==> config.mk <==
export PLATFORM = sky130hd
export DESIGN_NAME = bin_to_bcd_seq_flat
export DESIGN_NICKNAME = d
export VERILOG_FILES = /design/src/rtl/bcd_pkg.sv /design/src/rtl/bin_to_bcd_seq_if.sv /design/src/rtl/bcd_digit_adj.sv /design/src/rtl/bin_to_bcd_seq.sv /design/src/flat_wrapper.sv
export SDC_FILE = /design/constraint.sdc
export NUM_CORES = 1
export LEC_CHECK = 0
export ABC_AREA = 1
export BUFFER_PORTS_ARGS = -buffer_cell sky130_fd_sc_hd__buf_4
export CAP_MARGIN = 20
export CELL_PAD_IN_SITES_DETAIL_PLACEMENT = 1
export CELL_PAD_IN_SITES_GLOBAL_PLACEMENT = 1
export CORE_UTILIZATION = 40
export DETAILED_ROUTE_END_ITERATION = 6
export GPL_ROUTABILITY_DRIVEN = 0
export PLACE_DENSITY = 0.82
export SLEW_MARGIN = 20
export SYNTH_ARGS = -nofsm -noshare
export SYNTH_HDL_FRONTEND = slang
export SYNTH_SLANG_ARGS = --single-unit
==> constraint.sdc <==
create_clock -name clk -period 1.45 [get_ports clk]
set_input_delay 0.29 -clock clk [delete_from_list [all_inputs] [get_ports clk]]
set_output_delay 0.29 -clock clk [all_outputs]
set_load 0.05 [all_outputs]
==> src/rtl/bcd_pkg.sv <==
// rtl/bcd_pkg.sv - shared BCD types and constants for the converter and adder stages
package bcd_pkg;
    localparam int BCD_DIGIT_W = 4;
    localparam logic [BCD_DIGIT_W-1:0] ADJ_THRESH = 4'd5;

    typedef logic [BCD_DIGIT_W-1:0] bcd_digit_t;
    typedef enum logic [1:0] {S_IDLE, S_SHIFT, S_DONE} b2b_state_t;
endpackage

==> src/rtl/bin_to_bcd_seq_if.sv <==
// rtl/bin_to_bcd_seq_if.sv - operand/result handshake bundle for bin_to_bcd_seq
interface bin_to_bcd_seq_if #(
    parameter int BIN_W  = 8,
    parameter int DIGITS = 3
);
    logic                  in_valid;
    logic                  in_ready;
    logic [BIN_W-1:0]      in_bin;
    logic                  out_valid;
    logic                  out_ready;
    logic [4*DIGITS-1:0]   bcd_out;
    logic                  ovf99;

    modport master (
        output in_valid, in_bin, out_ready,
        input  in_ready, out_valid, bcd_out, ovf99
    );

    modport slave (
        input  in_valid, in_bin, out_ready,
        output in_ready, out_valid, bcd_out, ovf99
    );
endinterface

==> src/rtl/bcd_digit_adj.sv <==
// rtl/bcd_digit_adj.sv - add-3 correction for one BCD digit ahead of a double-dabble shift
module bcd_digit_adj
    import bcd_pkg::*;
(
    input  bcd_digit_t d,
    output bcd_digit_t q
);
    assign q = (d >= ADJ_THRESH) ? d + 4'd3 : d;
endmodule

==> src/rtl/bin_to_bcd_seq.sv <==
// rtl/bin_to_bcd_seq.sv - sequential double-dabble binary to packed-BCD converter
module bin_to_bcd_seq
    import bcd_pkg::*;
#(
    parameter int BIN_W  = 8,
    parameter int DIGITS = 3
) (
    input  logic            clk,
    input  logic            rst,
    bin_to_bcd_seq_if.slave bus
);
    localparam int BCD_W = BCD_DIGIT_W * DIGITS;
    localparam int CNT_W = $clog2(BIN_W);

    b2b_state_t              state, state_nxt;
    logic [CNT_W-1:0]        cnt;
    logic [BIN_W-1:0]        bin_sr;
    logic [BCD_W-1:0]        scratch;
    logic [BCD_W-1:0]        scratch_adj;
    logic [BCD_W-1:0]        bcd_q;
    logic [BCD_W+BIN_W-1:0]  shifted;
    logic                    last_iter;
    logic                    in_ready_c;
    logic                    out_valid_c;

    for (genvar g = 0; g < DIGITS; g++) begin : g_adj
        bcd_digit_adj u_adj (
            .d(scratch[g*BCD_DIGIT_W +: BCD_DIGIT_W]),
            .q(scratch_adj[g*BCD_DIGIT_W +: BCD_DIGIT_W])
        );
    end

    // The top bit of the adjusted scratch falls off; DIGITS is sized so it is always zero.
    assign shifted   = {scratch_adj, bin_sr} << 1;
    assign last_iter = (cnt == CNT_W'(BIN_W - 1));

    always_ff @(posedge clk) begin
        if (rst) state <= S_IDLE;
        else     state <= state_nxt;
    end

    always_comb begin
        state_nxt   = state;
        in_ready_c  = 1'b0;
        out_valid_c = 1'b0;
        case (state)
            S_IDLE: begin
                in_ready_c = 1'b1;
                if (bus.in_valid) state_nxt = S_SHIFT;
            end
            S_SHIFT: begin
                if (last_iter) state_nxt = S_DONE;
            end
            S_DONE: begin
                out_valid_c = 1'b1;
                if (bus.out_ready) state_nxt = S_IDLE;
            end
            default: state_nxt = S_IDLE;
        endcase
    end

    always_ff @(posedge clk) begin
        if (rst) begin
            cnt     <= '0;
            bin_sr  <= '0;
            scratch <= '0;
            bcd_q   <= '0;
        end else begin
            case (state)
                S_IDLE: begin
                    if (bus.in_valid) begin
                        bin_sr  <= bus.in_bin;
                        scratch <= '0;
                        cnt     <= '0;
                    end
                end
                S_SHIFT: begin
                    scratch <= shifted[BCD_W+BIN_W-1:BIN_W];
                    bin_sr  <= shifted[BIN_W-1:0];
                    cnt     <= cnt + 1'b1;
                    if (last_iter) bcd_q <= shifted[BCD_W+BIN_W-1:BIN_W];
                end
                default: ;
            endcase
        end
    end

    assign bus.in_ready  = in_ready_c;
    assign bus.out_valid = out_valid_c;
    assign bus.bcd_out   = bcd_q;

    // Anything in the hundreds digit or above is out of range for the 2-digit adder.
    if (DIGITS > 2) begin : g_ovf
        assign bus.ovf99 = |bcd_q[BCD_W-1:2*BCD_DIGIT_W];
    end else begin : g_no_ovf
        assign bus.ovf99 = 1'b0;
    end
endmodule
==> src/flat_wrapper.sv <==
// flat-port wrapper written by rule: the top's interface ports become plain ports
module bin_to_bcd_seq_flat import bcd_pkg::*;
#(
    parameter int BIN_W  = 8,
    parameter int DIGITS = 3
)
  (clk, rst, bus_in_valid, bus_in_bin, bus_out_ready, bus_in_ready, bus_out_valid, bus_bcd_out, bus_ovf99);
  bin_to_bcd_seq_if #(.BIN_W(BIN_W), .DIGITS(DIGITS)) bus_i ();
  input  logic clk;
  input  logic rst;
  input wire logic [$bits(bus_i.in_valid)-1:0] bus_in_valid;
  input wire logic [$bits(bus_i.in_bin)-1:0] bus_in_bin;
  input wire logic [$bits(bus_i.out_ready)-1:0] bus_out_ready;
  output wire logic [$bits(bus_i.in_ready)-1:0] bus_in_ready;
  output wire logic [$bits(bus_i.out_valid)-1:0] bus_out_valid;
  output wire logic [$bits(bus_i.bcd_out)-1:0] bus_bcd_out;
  output wire logic [$bits(bus_i.ovf99)-1:0] bus_ovf99;
  assign bus_i.in_valid = bus_in_valid;
  assign bus_i.in_bin = bus_in_bin;
  assign bus_i.out_ready = bus_out_ready;
  assign bus_in_ready = bus_i.in_ready;
  assign bus_out_valid = bus_i.out_valid;
  assign bus_bcd_out = bus_i.bcd_out;
  assign bus_ovf99 = bus_i.ovf99;
  bin_to_bcd_seq #(.BIN_W(BIN_W), .DIGITS(DIGITS)) u_core (.clk(clk), .rst(rst), .bus(bus_i));
endmodule
==> impl_metrics.env, run 1 <==
export IMPL_synthTopCellsByCount="nand2_1 (86), dfxtp_1 (37), inv_1 (28), a21oi_1 (20), nand3_1 (14)"
export IMPL_crit_required_ns=1.65
export IMPL_cp_cell_sequence="ha_1, ha_2, inv_2, nor2_8, buf_4, o21a_1, nand2_1, inv_1"
export IMPL_avgViaCountPerCell=5.06
export IMPL_cts_inserted_buffers=5
export IMPL_setup_viol=0
export IMPL_finalSetupTns_ns=0
export IMPL_syn_area_per_cell_um2=7.27
export IMPL_p_per_area_mw_per_mm2=888
export IMPL_die_w_um=70.1
export IMPL_num_vias=1721
export IMPL_start_util_pct=42.0
export IMPL_critPathSlowestCell="dfxtp_2"
export IMPL_track_usage_pct=18.9
export IMPL_synth_nets=275
export IMPL_h_tree_depth=2
export IMPL_synth_top_cell_area_share_pct=39.9
export IMPL_syn_area_mm2=0.00185
export IMPL_cts_root_buf="clkbuf_8"
export IMPL_yosys_area_top_type="dfxtp_1"
export IMPL_wl_per_cell_um=13.5
export IMPL_arrival_ns=1.60
export IMPL_cp_start_kind="flop"
export IMPL_final_setup_skew_ns=0.00600
export IMPL_yosys_warnings=0
export IMPL_final_max_slew_viol_count=0
export IMPL_coreArea_mm2=0.00441
export IMPL_path_delay_family="adder cells"
export IMPL_max_freq_mhz=715
export IMPL_grt_max_degree=27
export IMPL_worst_pin_slew_ns=0.356
export IMPL_synthArstFlopShare_pct=0
export IMPL_drt_total_wl_mm=4.59
export IMPL_synth_area_leaders="dfxtp_1 (40%), nand2_1 (17%), inv_1 (5.7%), a21oi_1 (5.4%), ha_1 (5.4%)"
export IMPL_grt_pass1_wl_mm=7.23
export IMPL_ant_nets=0
export IMPL_cts_tree="yes"
export IMPL_clk_pin_slew_ns=0.08
export IMPL_drtPass1Iterations=4
export IMPL_top_level_ports=27
export IMPL_dp_hpwl_mm=3.09
export IMPL_dieHeight_um=70.1
export IMPL_area_delta_synth_final_pct=19.6
export IMPL_critPathBufInv=3
export IMPL_die_area_mm2=0.00491
export IMPL_io_buffers=26
export IMPL_min_period_ns=1.40
export IMPL_worst_setup_path_end_kind="flop"
export IMPL_clk_latency_ns=0.30
export IMPL_ys_ff_latch=37
export IMPL_drt_iter0_drc=85
export IMPL_irDropWorstVdd_uv=578
export IMPL_synth_cell_type_count=26
export IMPL_clock_path_buffers=2
export IMPL_path_class="reg -> reg"
export IMPL_drc=0
export IMPL_slowest_delay_ns=0.33
export IMPL_power_w=0.00197
export IMPL_synthCells=255
export IMPL_hold_viol=0
export IMPL_fin_nets=307
export IMPL_hold_class="in -> reg"
export IMPL_antenna_found_initial=0
export IMPL_fin_crit_sh_pct=96.5
export IMPL_n_antenna_cell=0
export IMPL_status="finished, final reports clean"
export IMPL_layout_drive_gt1_share_pct=22.2
export IMPL_cp_max_fo=7
export IMPL_grt_pass1_vias=1602
export IMPL_yosysSeqAreaShare_pct=39.9
export IMPL_synth_most_common_cell="nand2_1"
export IMPL_synth_edf_count=0
export IMPL_rows=24
export IMPL_synth_ff_type="dfxtp_1"
export IMPL_max_slew_margin_pct=76.3
export IMPL_p_leak_nw=1.05
export IMPL_grt_overflow=0
export IMPL_cts_sinks=37
export IMPL_maxCapViolations=0
layout by cell type (no fill, tap or decap), types with 4 or more instances in the layout:
cell	instances
o21ai_0	8
dfxtp_1	35
clkbuf_8	5
ha_1	7
buf_4	32
a21oi_1	20
inv_1	27
a21o_1	4
nand3_1	11
nand2_1	86
a21oi_2	4
nand4_1	6
nor2_1	8
flip-flops by register name, indices dropped and copies added, names as in the netlist:
register,cells
u_core.scratch,12
u_core.state,2
u_core.bus.bcd_out,12
u_core.bin_sr,8
u_core.cnt,3
layer usage:
| layer | vias to the layer above | track usage, % | share of wire [%] |
|---|---|---|---|
| li1 | 881 | - | - |
| met1 | 821 | 23.1 | 47 |
| met2 | 15 | 31.7 | 50 |
| met3 | 4 | 5.63 | 2.5 |
| met4 | 0 | 6.00 | 0.87 |
| met5 | - | 0 | 0 |
repair_timing:
action,CTS,global route
setup endpoints to repair,1,10
resized for setup,0,9
buffers inserted,0,2
pin swaps,1,1
hold buffers,0,0
gates cloned,0,1
report_power, final:
part / internal [W] / switching [W] / leakage (nW)
clock: 0.000334 / 0.000391 / 0.0450
combinational: 0.0000637 / 0.000124 / 0.707
sequential: 0.00104 / 0.0000156 / 0.301
total: 0.00144 / 0.000531 / 1.05
cell type report:
type	instances	area, um2
Fill cell	589	2200
Multi-Input combinational cell	179	956
Sequential cell	37	743
Timing Repair Buffer	33	251
Inverter	31	119
Clock buffer	6	72.6
Tap cell	52	65.1
Clock inverter	2	10.0
worst reg2reg max path: cells and delay by family, from the launching register on:
family,cells,cell delay [ns]
AO/OA/AOI/OAI,1,0.16
buffers and inverters,3,0.32
flip-flops,1,0.33
AND/OR/NAND/NOR,2,0.14
adder cells (fa/ha/maj),2,0.36
cell families (layout without fill, tap and decap cells):
kind of cell,count (synthesis),in the layout,synth area share (%)
multiplexers,2,2,1.08
flip-flops,37,37,39.9
AO/OA/AOI/OAI,45,45,14.1
adder cells (fa/ha/maj),8,8,5.40
buffers and inverters,40,72,10.2
AND/OR/NAND/NOR,123,124,29.3
metrics by stage:
step | setup slack [ns] | hold slack (ns) | cells | util, % | cell area [um2]
finish | 0.0507 | 0.257 | 340 | 50.2 | 2220
global route | -0.00259 | 0.244 | 340 | 50.2 | 2220
CTS | 0.0223 | 0.248 | 337 | 49.0 | 2160
detailed placement | 0.0214 | 0.456 | 329 | 47.2 | 2080
global placement | 0.105 | 0.441 | 329 | 47.2 | 2080
floorplan | 0.00220 | 0.428 | 255 | - | 1850
worst paths after layout:
path / startpoint / endpoint / slack, ns / depth (start not counted)
hold reg to reg: u_core.cnt[0] / u_core.cnt[0] / 0.44 / 1
setup / recovery: u_core.cnt[0] / u_core.bus.bcd_out[8] / 0.05 / 8
hold / removal: bus_in_bin[0] / u_core.bin_sr[0] / 0.26 / 3
setup reg to reg: u_core.cnt[0] / u_core.bus.bcd_out[8] / 0.05 / 8
Note: power is estimated with default switching activity, not from simulation.
==> inputs of run 2 (changes only) <==
- PLACE_DENSITY: 0.82 -> 0.75
==> run 2 against run 1 <==
Compared with the run above:
- sequential power is essentially flat
- routed wire length shrank 0.85%
- die area is the same
- setup slack gained 0.015 ns
- clock skew grew 0.0020 ns
- fmax grew 1.1%
- critical path type unchanged
- largest cell class unchanged
==> impl_metrics.env, run 2 (synthesis gave the netlist of run 1 again) <==
export IMPL_hold_class="in -> reg"
export IMPL_clk_latency_ns=0.30
export IMPL_layout_commonest_cell="nand2_1"
export IMPL_ant_nets=0
export IMPL_irDropWorstVdd_uv=529
export IMPL_status="finished, final reports clean"
export IMPL_postCtsHoldBufs=0
export IMPL_top_level_ports=27
export IMPL_n_antenna_cell=0
export IMPL_grt_max_degree=27
export IMPL_drtPass1Iterations=4
export IMPL_worst_setup_path_end_kind="flop"
export IMPL_antenna_found_initial=0
export IMPL_p_per_area_mw_per_mm2=892
export IMPL_setup_viol=0
export IMPL_rows=24
export IMPL_fillers=591
export IMPL_place_ws_ns=0.00913
export IMPL_crit_path_frequent_cell="ha_1"
export IMPL_io_buffers=26
export IMPL_track_usage_pct=19.2
export IMPL_cts_root_buf="clkbuf_8"
export IMPL_clock_power_share_pct=37.0
export IMPL_power_w=0.00198
export IMPL_maxCapViolations=0
export IMPL_max_slew_margin_pct=76.0
export IMPL_setup_ws_ns=0.0659
export IMPL_die_w_um=70.1
export IMPL_cts_inserted_buffers=5
export IMPL_path_class="reg -> reg"
export IMPL_switchingPower_w=0.000541
export IMPL_grt_pass1_wl_mm=7.43
export IMPL_start_util_pct=42.0
export IMPL_clk_pin_slew_ns=0.08
export IMPL_cp_max_fo=8
export IMPL_p_int_w=0.00144
export IMPL_wl_per_cell_um=13.4
export IMPL_grt_pass1_vias=1652
export IMPL_fin_crit_sh_pct=95.5
export IMPL_min_period_ns=1.38
export IMPL_area_delta_synth_final_pct=19.4
export IMPL_grt_overflow=0
export IMPL_die_area_mm2=0.00491
export IMPL_dieHeight_um=70.1
export IMPL_p_leak_nw=1.05
export IMPL_fin_nets=307
export IMPL_max_freq_mhz=723
export IMPL_cp_cell_sequence="ha_1, ha_1, inv_2, nor2_8, buf_4, o21a_1, nand2_1, inv_1"
export IMPL_crit_required_ns=1.66
export IMPL_p_seq_share_pct=53.4
export IMPL_fin_cells=340
export IMPL_layout_drive_gt1_share_pct=21.5
export IMPL_drc=0
export IMPL_cts_tree="yes"
export IMPL_avgViaCountPerCell=5.04
export IMPL_cts_sinks=37
export IMPL_coreArea_mm2=0.00441
export IMPL_hold_viol=0
export IMPL_final_max_slew_viol_count=0
export IMPL_drt_iter0_drc=60
export IMPL_h_tree_depth=2
export IMPL_num_vias=1713
export IMPL_switching_share_pct=27.4
export IMPL_drt_total_wl_mm=4.55
export IMPL_dp_hpwl_mm=3.09
export IMPL_fin_util_pct=50.2
export IMPL_critPathSlowestCell="dfxtp_1"
export IMPL_cp_start_kind="flop"
export IMPL_placed_cells=329
export IMPL_slowest_delay_ns=0.32
export IMPL_worst_pin_slew_ns=0.360
export IMPL_arrival_ns=1.59
export IMPL_clock_path_buffers=2
export IMPL_mostFrequentLayoutCells="nand2_1 (86), dfxtp_1 (36), buf_4 (32), inv_1 (27), a21oi_1 (20)"
export IMPL_final_setup_skew_ns=0.00798
export IMPL_p_comb_share_pct=9.6
run 2: stage by stage:
| stage | TNS, ns | instance area (um2) | hold slack (ns) |
|---|---|---|---|
| after detailed placement | 0 | 2080 | 0.455 |
| after CTS | 0 | 2170 | 0.248 |
| final | 0 | 2210 | 0.254 |
| after floorplan | 0 | 1850 | 0.428 |
| after global routing | -0.00740 | 2210 | 0.253 |
| after global placement | 0 | 2080 | 0.444 |
run 2: area by class of cell:
| cell class | count | area (um2) | share of cell area, % |
|---|---|---|---|
| inverter | 31 | 121 | 5.48 |
| sequential | 37 | 742 | 33.5 |
| tap | 52 | 65.1 | 2.94 |
| timing repair buffer | 33 | 251 | 11.4 |
| clock buffer | 5 | 68.8 | 3.11 |
| clock inverter | 3 | 17.5 | 0.791 |
| multi-input combinational | 179 | 948 | 42.8 |
run 2: path summary, 6_finish.rpt:
path / start / end / slack [ns] / depth (start not counted)
max reg2reg: u_core.cnt[0] / u_core.bus.bcd_out[8] / 0.07 / 8
max: u_core.cnt[0] / u_core.bus.bcd_out[8] / 0.07 / 8
min reg2reg: u_core.cnt[0] / u_core.cnt[0] / 0.46 / 1
min: bus_in_bin[0] / u_core.bin_sr[0] / 0.25 / 3
run 2: per-layer routing:
metal | global-route usage (%) | wire (um) | vias up
met5 | 0 | 0 | -
met4 | 8.00 | 71 | 0
met3 | 4.47 | 121 | 8
met2 | 31.4 | 2230 | 18
met1 | 24.0 | 2130 | 810
li1 | - | - | 877
run 2: power groups by stage:
stage               sequential (W)  clock, W  combinational [W]
floorplan                  0.00107         0           0.000139
global placement           0.00108         0           0.000187
detailed placement         0.00108         0           0.000190
CTS                        0.00105  0.000753           0.000191
global route               0.00106  0.000803           0.000213
finish                     0.00105  0.000731           0.000191
run 2: worst max-delay path: cells and delay by family, from the launching register on:
kind / cells / cell delay, ns
buffers and inverters: 3 / 0.31
adder cells (fa/ha/maj): 2 / 0.37
flip-flops: 1 / 0.32
AND/OR/NAND/NOR: 2 / 0.13
AO/OA/AOI/OAI: 1 / 0.15
run 2: what timing repair did:
item	CTS	global route
buffers inserted	0	2
endpoints found under the setup margin	0	14
endpoints found under the hold margin	0	0
gates resized for setup	0	7
